## src/rtl/timer_seq.sv

```systemverilog
// Timer sequencer: programs period/duty/repeat of one table entry into the timer, pulses start,
// waits for the timer's end indication, then advances to the next entry up to LAST.
module timer_seq #(
    parameter int unsigned DW    = 16,
    parameter int unsigned DEPTH = 4,
    parameter int unsigned IW    = 2
) (
    input  logic          i_clk,
    input  logic          i_rst_n,
    input  logic          i_cfg_we,
    input  logic [IW-1:0] i_cfg_idx,
    input  logic [1:0]    i_cfg_field,
    input  logic [DW-1:0] i_cfg_wdata,
    input  logic          i_go,
    input  logic          i_stop,
    output logic          o_tmr_we,
    output logic [1:0]    o_tmr_addr,
    output logic [DW-1:0] o_tmr_wdata,
    output logic          o_tmr_start,
    input  logic          i_tmr_end,
    output logic          o_busy,
    output logic [IW-1:0] o_step,
    output logic          o_done
);

    typedef enum logic [2:0] {
        StIdle,
        StWrPer,
        StWrDuty,
        StWrRep,
        StStart,
        StWait,
        StNext
    } state_e;

    state_e state_q, state_d;
    logic [IW-1:0] step_q, step_d;
    logic [IW-1:0] next_idx;
    logic          done_q, done_d;

    logic [DW-1:0] period_q [DEPTH];
    logic [DW-1:0] duty_q   [DEPTH];
    logic [DW-1:0] rep_q    [DEPTH];
    logic [IW-1:0] last_q;
    logic          loop_q;

    logic          tmr_we_q, tmr_we_d;
    logic [1:0]    tmr_addr_q, tmr_addr_d;
    logic [DW-1:0] tmr_wdata_q, tmr_wdata_d;
    logic          tmr_start_q, tmr_start_d;
    logic          busy_q;

    // Host configuration; the table is frozen while a sequence is running.
    always_ff @(posedge i_clk or negedge i_rst_n) begin
        if (!i_rst_n) begin
            for (int i = 0; i < int'(DEPTH); i++) begin
                period_q[i] <= '0;
                duty_q[i]   <= '0;
                rep_q[i]    <= '0;
            end
            last_q <= '0;
            loop_q <= 1'b0;
        end else if (i_cfg_we && (state_q == StIdle)) begin
            unique case (i_cfg_field)
                2'd0: period_q[i_cfg_idx] <= i_cfg_wdata;
                2'd1: duty_q[i_cfg_idx]   <= i_cfg_wdata;
                2'd2: rep_q[i_cfg_idx]    <= i_cfg_wdata;
                2'd3: begin
                    last_q <= i_cfg_wdata[IW-1:0];
                    loop_q <= i_cfg_wdata[DW-1];
                end
                default: ;
            endcase
        end
    end

    // State register and registered outputs
    always_ff @(posedge i_clk or negedge i_rst_n) begin
        if (!i_rst_n) begin
            state_q     <= StIdle;
            step_q      <= '0;
            done_q      <= 1'b0;
            tmr_we_q    <= 1'b0;
            tmr_addr_q  <= '0;
            tmr_wdata_q <= '0;
            tmr_start_q <= 1'b0;
            busy_q      <= 1'b0;
        end else begin
            state_q     <= state_d;
            step_q      <= step_d;
            done_q      <= done_d;
            tmr_we_q    <= tmr_we_d;
            tmr_addr_q  <= tmr_addr_d;
            tmr_wdata_q <= tmr_wdata_d;
            tmr_start_q <= tmr_start_d;
            busy_q      <= (state_d != StIdle);
        end
    end

    assign next_idx = (step_q == last_q) ? '0 : step_q + IW'(1);

    // Next-state logic; entries with a zero period are routed straight to StNext.
    always_comb begin
        state_d = state_q;
        step_d  = step_q;
        done_d  = 1'b0;
        unique case (state_q)
            StIdle: begin
                if (i_go && !i_stop) begin
                    step_d  = '0;
                    state_d = (period_q[0] == '0) ? StNext : StWrPer;
                end
            end
            StWrPer:  state_d = StWrDuty;
            StWrDuty: state_d = StWrRep;
            StWrRep:  state_d = StStart;
            StStart:  state_d = StWait;
            StWait: begin
                if (i_tmr_end) begin
                    state_d = StNext;
                end
            end
            StNext: begin
                if ((step_q == last_q) && !loop_q) begin
                    state_d = StIdle;
                    done_d  = 1'b1;
                end else begin
                    step_d  = next_idx;
                    state_d = (period_q[next_idx] == '0) ? StNext : StWrPer;
                end
            end
            default: state_d = StIdle;
        endcase
        // Abort wins over every other event and suppresses completion.
        if (i_stop && (state_q != StIdle)) begin
            state_d = StIdle;
            step_d  = step_q;
            done_d  = 1'b0;
        end
    end

    // Output decode from the upcoming state so every output leaves a flop.
    always_comb begin
        tmr_we_d    = 1'b0;
        tmr_addr_d  = '0;
        tmr_wdata_d = '0;
        tmr_start_d = 1'b0;
        unique case (state_d)
            StWrPer: begin
                tmr_we_d    = 1'b1;
                tmr_addr_d  = 2'd0;
                tmr_wdata_d = period_q[step_d];
            end
            StWrDuty: begin
                tmr_we_d    = 1'b1;
                tmr_addr_d  = 2'd1;
                tmr_wdata_d = duty_q[step_d];
            end
            StWrRep: begin
                tmr_we_d    = 1'b1;
                tmr_addr_d  = 2'd2;
                tmr_wdata_d = rep_q[step_d];
            end
            StStart: tmr_start_d = 1'b1;
            default: ;
        endcase
    end

    assign o_tmr_we    = tmr_we_q;
    assign o_tmr_addr  = tmr_addr_q;
    assign o_tmr_wdata = tmr_wdata_q;
    assign o_tmr_start = tmr_start_q;
    assign o_busy      = busy_q;
    assign o_step      = step_q;
    assign o_done      = done_q;

endmodule

```

## config.mk

```make
export PLATFORM = sky130hd
export DESIGN_NAME = timer_seq
export DESIGN_NICKNAME = d
export VERILOG_FILES = /design/src/rtl/timer_seq.sv
export SDC_FILE = /design/constraint.sdc
export NUM_CORES = 1
export LEC_CHECK = 0
export CAP_MARGIN = 20
export CORE_MARGIN = 2
export CORE_UTILIZATION = 45
export DETAILED_ROUTE_END_ITERATION = 7
export PLACE_DENSITY_LB_ADDON = 0.25
export SLEW_MARGIN = 25
export SYNTH_ARGS = -nofsm -noshare
export SYNTH_HDL_FRONTEND = slang
export SYNTH_SLANG_ARGS = --single-unit
```

## constraint.sdc

```tcl
create_clock -name i_clk -period 3.6 [get_ports i_clk]
set_input_delay 0.72 -clock i_clk [delete_from_list [all_inputs] [get_ports i_clk]]
set_output_delay 0.72 -clock i_clk [all_outputs]
set_load 0.02 [all_outputs]
```

### Word level (Yosys, flattened, before mapping)

Cells that the tools add are included.

| cells by class | value |
|---|---|
| $add $sub $neg | 1 |
| $mul | 0 |
| divide/modulo/power cells | 0 |
| magnitude comparators | 4 |
| eq/ne operators | 14 |
| shifts and indexed selects | 0 |
| mux-type cells | 36 |
| bitwise operators | 3 |
| reductions and logical operators | 18 |

Operator list:

| kind | number |
|---|---|
| $bwmux 64 | 3 |
| $mux 16 | 9 |
| $bmux 16 s2 | 4 |
| $pmux 16 s3 | 1 |
| $demux 16 s2 | 1 |
| $logic_not 16->1 | 2 |
| $pmux 3 s7 | 1 |
| $mux 3 | 6 |
| $eq 3x2->1 const B | 4 |
| $eq 3x3->1 const B | 4 |
| $ge 3x3->1 const B | 3 |
| $not 2->3 | 3 |
| $mux 2 | 4 |
| $pmux 2 s2 | 2 |
| $reduce_and 2->1 | 4 |
| $eq 3x1->1 const B | 2 |
| $reduce_bool 3->1 | 2 |
| $logic_and 1x1->1 | 5 |
| $mux 1 | 5 |
| $eq 2x2->1 const B | 2 |
| $logic_not 3->1 | 1 |
| $lt 3x1->1 const B | 1 |
| $reduce_or 3->1 | 1 |
| $add 2x1->2 const B | 1 |
| 4 further kinds | 5 |

| storage, ports and cells | value |
|---|---|
| bits in registers | 222 |
| bits in latches | 0 |
| memory bits (writable) | 0 |
| ROM bits | 0 |
| bits of input ports | 26 |
| logic and storage cells | 98 |
| memories kept | 0 |

### Logic depth before layout (Yosys ltp)

Gate-level depths: netlist of the first run.

| logic depth | value |
|---|---|
| word-level depth | 14 |
| gate-level depth with buffers | 10 |
| mapped depth without buffers | 7 |

### Worst setup path before layout of the first run

Ideal clock, no wire load.

| path | value |
|---|---|
| path kind | input to register |
| start point | in i_stop |
| end point | reg tmr_wdata_q[9] (netlist: o_tmr_wdata[9]) |
| arrival time | 2306 ps |
| required time | 3478 ps |
| path slack | 1172 ps |
| cell stages on the path | 9 |
| cell sequence | or2_4 -> o21bai_4 -> a221oi_2 -> buf_4 -> buf_12 -> buf_6 -> mux2i_1 -> mux2i_1 -> a32o_1 |

| on the way | value |
|---|---|
| word-level cells in the longest chain between the ends | 10 |

RTL lines:

| element | line | RTL |
|---|---|---|
| start, declared | 15 | `input logic i_stop,` |
| $logic_not 1->1 | 109 | `if (i_go && !i_stop) begin` |
| $logic_and 1x1->1 | 109 |  |
| $mux 2 | 109 |  |
| $pmux 2 s2 | 107 | `unique case (state_q)` |
| $mux 2 | 135 | `if (i_stop && (state_q != StIdle)) begin` |
| $not 2->3 (not written as such) | 152, 157, 162 |  |
| $bmux 16 s2 (on tied branches) | 162, 152, 157 |  |
| $mux 16 (on tied branches) (2 in a row) | 162, 152, 157 |  |
| $pmux 16 s3 (*) | 148 | `unique case (state_d)` |
| net tmr_wdata_d[9] | 49 | `logic [DW-1:0] tmr_wdata_q, tmr_wdata_d;` |
| end signal, assigned | 94 | `tmr_wdata_q <= tmr_wdata_d;` |
| end, declared | 49 |  |

Mark *: on every way through the listed nets, which the timed path passes. The rest lies on a longest branch. The select of a mux whose other input is x is not followed.
A chain may end at the register's enable or synchronous reset.

### Final worst setup path of the first run

| path | value |
|---|---|
| start point | reg period_q[59] in the netlist's numbering |
| end point | reg tmr_wdata_q[10] (netlist: o_tmr_wdata[10]) |

| on the way | value |
|---|---|
| word-level cells in the longest chain between the ends | 10 |

RTL lines:

| element | line | RTL |
|---|---|---|
| start, declared | 41 | `logic [DW-1:0] period_q [DEPTH];` |
| start signal, assigned by index | 65 | `2'd0: period_q[i_cfg_idx] <= i_cfg_wdata;` |
| $bmux 16 s2 | 129 | `state_d = (period_q[next_idx] == '0) ? StNext : StWrPer;` |
| $mux 16 (not written as such) (2 in a row) | 129 |  |
| $logic_not 16->1 | 129 |  |
| $mux 3 | 129 |  |
| $mux 3 | 124 | `if ((step_q == last_q) && !loop_q) begin` |
| $pmux 3 s7 (*) | 107 |  |
| $mux 3 (*) | 135 |  |
| $eq 3x2->1 / $eq 3x1->1 (equally long branches) | 148 |  |
| $pmux 16 s3 (*) | 148 |  |
| net tmr_wdata_d[10] | 49 |  |

Marked as above.

==> flow_summary.json, run 1 <==
{
  "status": "finished, final reports clean",
  "gp_congestion": 0.787,
  "relSlewSlack_pct": 41.3,
  "maxSlewViolCount": 0,
  "synthesis.area_um2": 10500,
  "ys_top_cells_by_area": "dfrtp_1 53%, mux2_2 21%, mux2i_1 11%",
  "grt_pass1_vias": 6922,
  "r2r_cells": 7,
  "clock_skew_ns": 0.00946,
  "start_kind": "flip-flop",
  "ys.flop_type": "dfrtp_1",
  "wl_per_cell_um": 22.1,
  "fin_crit_sh_pct": 78.6,
  "regArea_um2": 5560,
  "post-route-drc-count": 0,
  "power_density_nw_per_um2": 800,
  "hpwlAfterDp_um": 17000,
  "layout_commonest_cell": "dfrtp_1",
  "area_delta_synth_final_pct": 16.1,
  "antenna_found_initial": 0,
  "fp.dieArea_um2": 24600,
  "io_pins": 50,
  "synth_edf_count": 0,
  "multiInputGateArea_um2": 4600,
  "grt.overflow.total": 0,
  "total_leakage_power_nw": 6.10,
  "cts_made_buffers": 25,
  "final_cell_mix": "222 x dfrtp_1, 195 x mux2_2, 112 x mux2i_1, 48 x clkdlybuf4s50_1, 33 x a22oi_1",
  "synth-seq-cells": 222,
  "track_usage_pct": 21.0,
  "start_util_pct": 46.2,
  "finalHoldViolations": 0,
  "cts_tree": "built",
  "ys_seq_area_share_pct": 52.8,
  "drtAntennaViolNets": 0,
  "irDropWorstVdd_uv": 450,
  "worstSkewPairLatency_ns": 0.52,
  "hold_class": "input pin to asynchronous set/reset pin",
  "fill_cells": 1893,
  "crit_type": "flip-flop to flip-flop",
  "cts_resized": 0,
  "dp.cells": 1092,
  "dr.pass1.iters": 4,
  "tightest_slew_ns": 0.880,
  "drtIter0Drc": 367,
  "setup_viol": 0,
  "grt_pass1_wl_um": 39600,
  "async_reset_ff_share_pct": 100,
  "rows": 55,
  "cts_setup_buffers": 0,
  "nNetsFinal": 832,
  "end_kind": "flip-flop",
  "required_ns": 4.04,
  "fin_setup_tns_ns": 0,
  "max_freq_ghz": 0.353,
  "ys_types": 56,
  "diodes": 0,
  "place.port_buffers": 49,
  "synth_fp_nets": 781,
  "cts.sink_count": 222,
  "root_buffer": "clkbuf_16",
  "via_per_inst": 5.67,
  "worstPathMaxFanout": 17,
  "period_needed_ns": 2.83,
  "yosysWarningCount": 0,
  "wl_um": 25100,
  "finalCoreUtilization_pct": 53.6,
  "drive_gt1_share_pct": 35.6,
  "path_clk_slew_ns": 0.06,
  "final_cells": 1137,
  "via_count": 6451,
  "yosysTopAreaCell": "dfrtp_1",
  "arrival_ns": 3.27,
  "die_h_um": 157,
  "core_area_um2": 22800,
  "netlist.area_leader.share_pct": 52.8,
  "maxCapViolCount": 0,
  "syn_area_per_cell_um2": 13.9,
  "fp.dieW_um": 157,
  "grt_max_degree": 110,
  "h-tree-depth": 1,
  "clockBufferDepth": 3,
  "holdBufCountCts": 0,
  "syn_inst": 755,
  "rsz0062_at_grt": "false",
  "fin_hold_ws_ns": 0.253
}
==> logic make-up (layout without fill, tap and decap cells) <==
logic type                after synthesis  after routing  share of synthesized area, %
buffers and inverters                  61            130                          3.66
DFF                                   222            222                          52.8
xor gates and xnor gates                3              3                         0.321
and+or+nand+nor                        91             91                          5.77
AOI/OAI and AO/OA                      71             71                          5.89
muxes                                 307            307                          31.5
==> path summary, 6_finish.rpt <==
path / endpoint / slack [ns] / start
max: o_tmr_wdata[10] / 0.77 / period_q[59]
min in group i_clk: duty_q[63] / 0.51 / duty_q[63]
min: last_q[0] / 0.25 / i_rst_n
max in group asynchronous: duty_q[30] / 2.48 / i_rst_n
max reg2reg: o_tmr_wdata[10] / 0.77 / period_q[59]
min reg2reg: duty_q[63] / 0.51 / duty_q[63]
==> state kept, by name (all words and copies together) (netlist names) <==
name / count
o_tmr_we: 1
state_q: 3
loop_q: 1
o_tmr_addr: 2
o_tmr_wdata: 16
o_busy: 1
o_done: 1
period_q: 64
rep_q: 64
o_tmr_start: 1
duty_q: 64
last_q: 2
o_step: 2
==> cell type report <==
| cell class | count | share of cell area [%] |
|---|---|---|
| repair buffers | 80 | 6.37 |
| inverters | 5 | 0.195 |
| clock inverters | 11 | 1.15 |
| clock buffers | 34 | 5.89 |
| multi-input cells | 472 | 37.7 |
| well taps | 313 | 3.21 |
| flip-flops and latches | 222 | 45.5 |
==> metal layers <==
metal  part of all wire [%]  up-vias  track usage (%)  wire length, um
li1                       -     2904                -                -
met1                     46     3386             29.4            11600
met3                    3.2       45             2.80              803
met5                      0        -                0                0
met2                     48      116             34.5            12000
met4                    2.6        0             5.94              641
==> stage by stage <==
stage          setup slack [ns]  instance area (um2)  total power, W
6_report                  0.769                12200         0.00976
5_1_grt                   0.711                12200          0.0103
4_1_cts                   0.854                12200         0.00984
3_5_place_dp              0.321                11300         0.00719
3_3_place_gp              0.304                11300         0.00701
2_1_floorplan              1.17                10500         0.00623
==> critical path, stage by stage, from the launching register on <==
cell and delay [ns]:
dfrtp_1 0.41, nor4_2 0.54, nand4_1 0.37, a32oi_1 0.47, nand3b_4 0.14, a221oi_4 0.26
buf_4 0.33, a32o_1 0.22
==> cells in the mapped netlist (3+ instances only) <==
library cell,n
nor2b_1,5
buf_2,15
nand4_1,4
nor4_2,4
a21oi_1,3
mux2_2,195
a22oi_1,33
dfrtp_1,222
nor4_1,15
and2_1,5
nor2_1,13
inv_1,4
buf_6,10
clkbuf_1,19
buf_4,11
mux2i_1,112
nand2b_1,4
a32o_1,16
nand2_1,16
==> power breakdown <==
part           switching [W]  internal [W]  total [W]
clock network        0.00101       0.00162    0.00262
logic                0.00142       0.00154    0.00296
registers           0.000679       0.00350    0.00418
total                0.00310       0.00666    0.00976
(Power assumes the default switching activity.)
==> run 2, diff against run 1 <==
- clock period: 3.6 -> 2.57 ns (I/O delays scaled with it)
==> run 2 against run 1 <==
Effect of this change: first-iteration DRC count is 14% higher; clock power is 29% higher; die area stayed put; worst setup slack worse by 0.70 ns; critical path depth is 1 higher; critical path type unchanged; highest routed layer unchanged.
==> flow_summary.json, run 2 (same netlist as run 1, synthesis figures left out) <==
{
  "final_cell_mix": "222 x dfrtp_1, 195 x mux2_2, 112 x mux2i_1, 48 x clkdlybuf4s50_1, 33 x a22oi_1",
  "post-route-drc-count": 0,
  "timing.rr.end": "o_tmr_wdata[8]",
  "finalCoreUtilization_pct": 55.1,
  "maxSlewViolCount": 0,
  "drtAntennaViolNets": 0,
  "period_needed_ns": 2.50,
  "post-place-ws_ns": -0.302,
  "final_area_um2": 12600,
  "drive_gt1_share_pct": 37.1,
  "fin_crit_sh_pct": 97.1,
  "largestRegisters": "duty_q x64, period_q x64, rep_q x64",
  "worstSkewPairLatency_ns": 0.52,
  "io_pins": 50,
  "intPower_w": 0.00933,
  "place.port_buffers": 49,
  "power_density_nw_per_um2": 1090,
  "seqPwrFrac_pct": 42.8,
  "r2r_cells": 8,
  "fp.dieW_um": 157,
  "multiInputGateArea_um2": 4620,
  "fin_hold_ws_ns": 0.504,
  "required_ns": 2.97,
  "fin_setup_tns_ns": 0,
  "power_frac_clock_pct": 24.6,
  "nNetsFinal": 853,
  "layout_commonest_cell": "dfrtp_1",
  "status": "finished, final reports clean",
  "hpwlAfterDp_um": 17100,
  "relSlewSlack_pct": 61.3,
  "rows": 55,
  "die_h_um": 157,
  "path_clk_slew_ns": 0.06,
  "max_freq_ghz": 0.401,
  "root_buffer": "clkbuf_16",
  "core_area_um2": 22800,
  "setup_ws_ns": 0.0735,
  "p_comb_share_pct": 32.5,
  "grt_pass1_wl_um": 40200,
  "area_delta_synth_final_pct": 19.4,
  "start_kind": "flip-flop",
  "dr.pass1.iters": 5,
  "worstHoldPathCells": 1,
  "arrival_ns": 2.90,
  "cts_made_buffers": 24,
  "h-tree-depth": 1,
  "finalHoldViolations": 0,
  "cts_setup_buffers": 0,
  "worstPathMaxFanout": 16,
  "hold_end": "duty_q[28]",
  "gp_congestion": 0.807,
  "wl_per_cell_um": 22.2,
  "clockBufferDepth": 3,
  "dpl_cell_area_um2": 11700,
  "maxCapViolCount": 0,
  "wl_um": 25700,
  "grt_max_degree": 72,
  "hold_class": "flip-flop to flip-flop",
  "fp.dieArea_um2": 24600,
  "fill_cells": 1843,
  "rsz0062_at_grt": "false",
  "drtIter0Drc": 418,
  "diodes": 0,
  "rr_startpoint": "period_q[11]",
  "grt.overflow.total": 0,
  "start_util_pct": 46.2,
  "cts_tree": "built",
  "crit_type": "flip-flop to flip-flop",
  "min_from": "duty_q[28]",
  "cts.sink_count": 222,
  "total_leakage_power_nw": 6.24,
  "via_count": 6624,
  "antenna_found_initial": 0,
  "regToRegSetupSlack_ns": 0.07,
  "switching_share_pct": 32.1,
  "grt_pass1_vias": 7038,
  "setup_viol": 0,
  "regArea_um2": 5560,
  "end_kind": "flip-flop",
  "tightest_slew_ns": 0.575,
  "clock_skew_ns": 0.0199,
  "track_usage_pct": 21.4,
  "via_per_inst": 5.73,
  "p_sw_w": 0.00441,
  "irDropWorstVdd_uv": 782
}
## run 2: cell count changes in the layout (fill, tap and decap cells not counted), moves of 2 or more
cell / delta
buf_4: +3
buf_12: +18
nor4_1: -2
bufinv_16: -2
## run 2: area by class of cell
cell class	count	area share [%]
clock inverters	8	0.628
multi-input cells	472	36.8
flip-flops and latches	222	44.3
inverters	5	0.189
clock buffers	35	5.67
repair buffers	102	9.33
well taps	313	3.12
## run 2: layer usage
| metal | wire length, um | vias up | track usage, % |
|---|---|---|---|
| met2 | 12200 | 164 | 35.4 |
| met5 | 0 | - | 0 |
| met1 | 11600 | 3459 | 29.0 |
| met4 | 753 | 0 | 6.60 |
| li1 | - | 2948 | - |
| met3 | 1140 | 53 | 3.32 |
## run 2: critical path, stage by stage (launching register included)
cell	delay, ns
dfrtp_1	0.40
nor4_1	0.55
nand4_1	0.26
a32oi_1	0.23
buf_4	0.16
nand3b_4	0.10
and4_1	0.24
buf_12	0.17
a32o_1	0.25
## run 2: per-stage QoR
step                      total power, W  std cells
final                             0.0137       1157
after global routing              0.0145       1157
after CTS                         0.0138       1157
after detailed placement          0.0104       1113
after global placement            0.0101       1113
after floorplan                  0.00873        755
## run 2: power by group through the flow
stage,Sequential (W),Clock [W],Combinational (W)
after floorplan,0.00564,0,0.00309
after global placement,0.00582,0,0.00430
after detailed placement,0.00590,0,0.00446
after CTS,0.00585,0.00346,0.00448
after global routing,0.00604,0.00363,0.00481
final,0.00588,0.00339,0.00447
## run 2: worst max path at each step
stage,depth (start not counted),start,end,slack (ns)
6_report,8,period_q[11],o_tmr_wdata[8],0.07
5_1_grt,9,period_q[62],o_tmr_wdata[8],0.009
4_1_cts,7,period_q[43],o_tmr_wdata[8],0.03
3_5_place_dp,10,i_go,o_tmr_wdata[15],-0.30
3_3_place_gp,10,i_go,o_tmr_wdata[15],-0.31
2_1_floorplan,10,o_step[1],o_tmr_wdata[9],0.33
## run 2: timing repair
item                                    4_1_cts  5_1_grt
gates resized for setup                       0        3
endpoints found under the hold margin        65        0
endpoints found under the setup margin        0       16
hold buffers                                  1        0
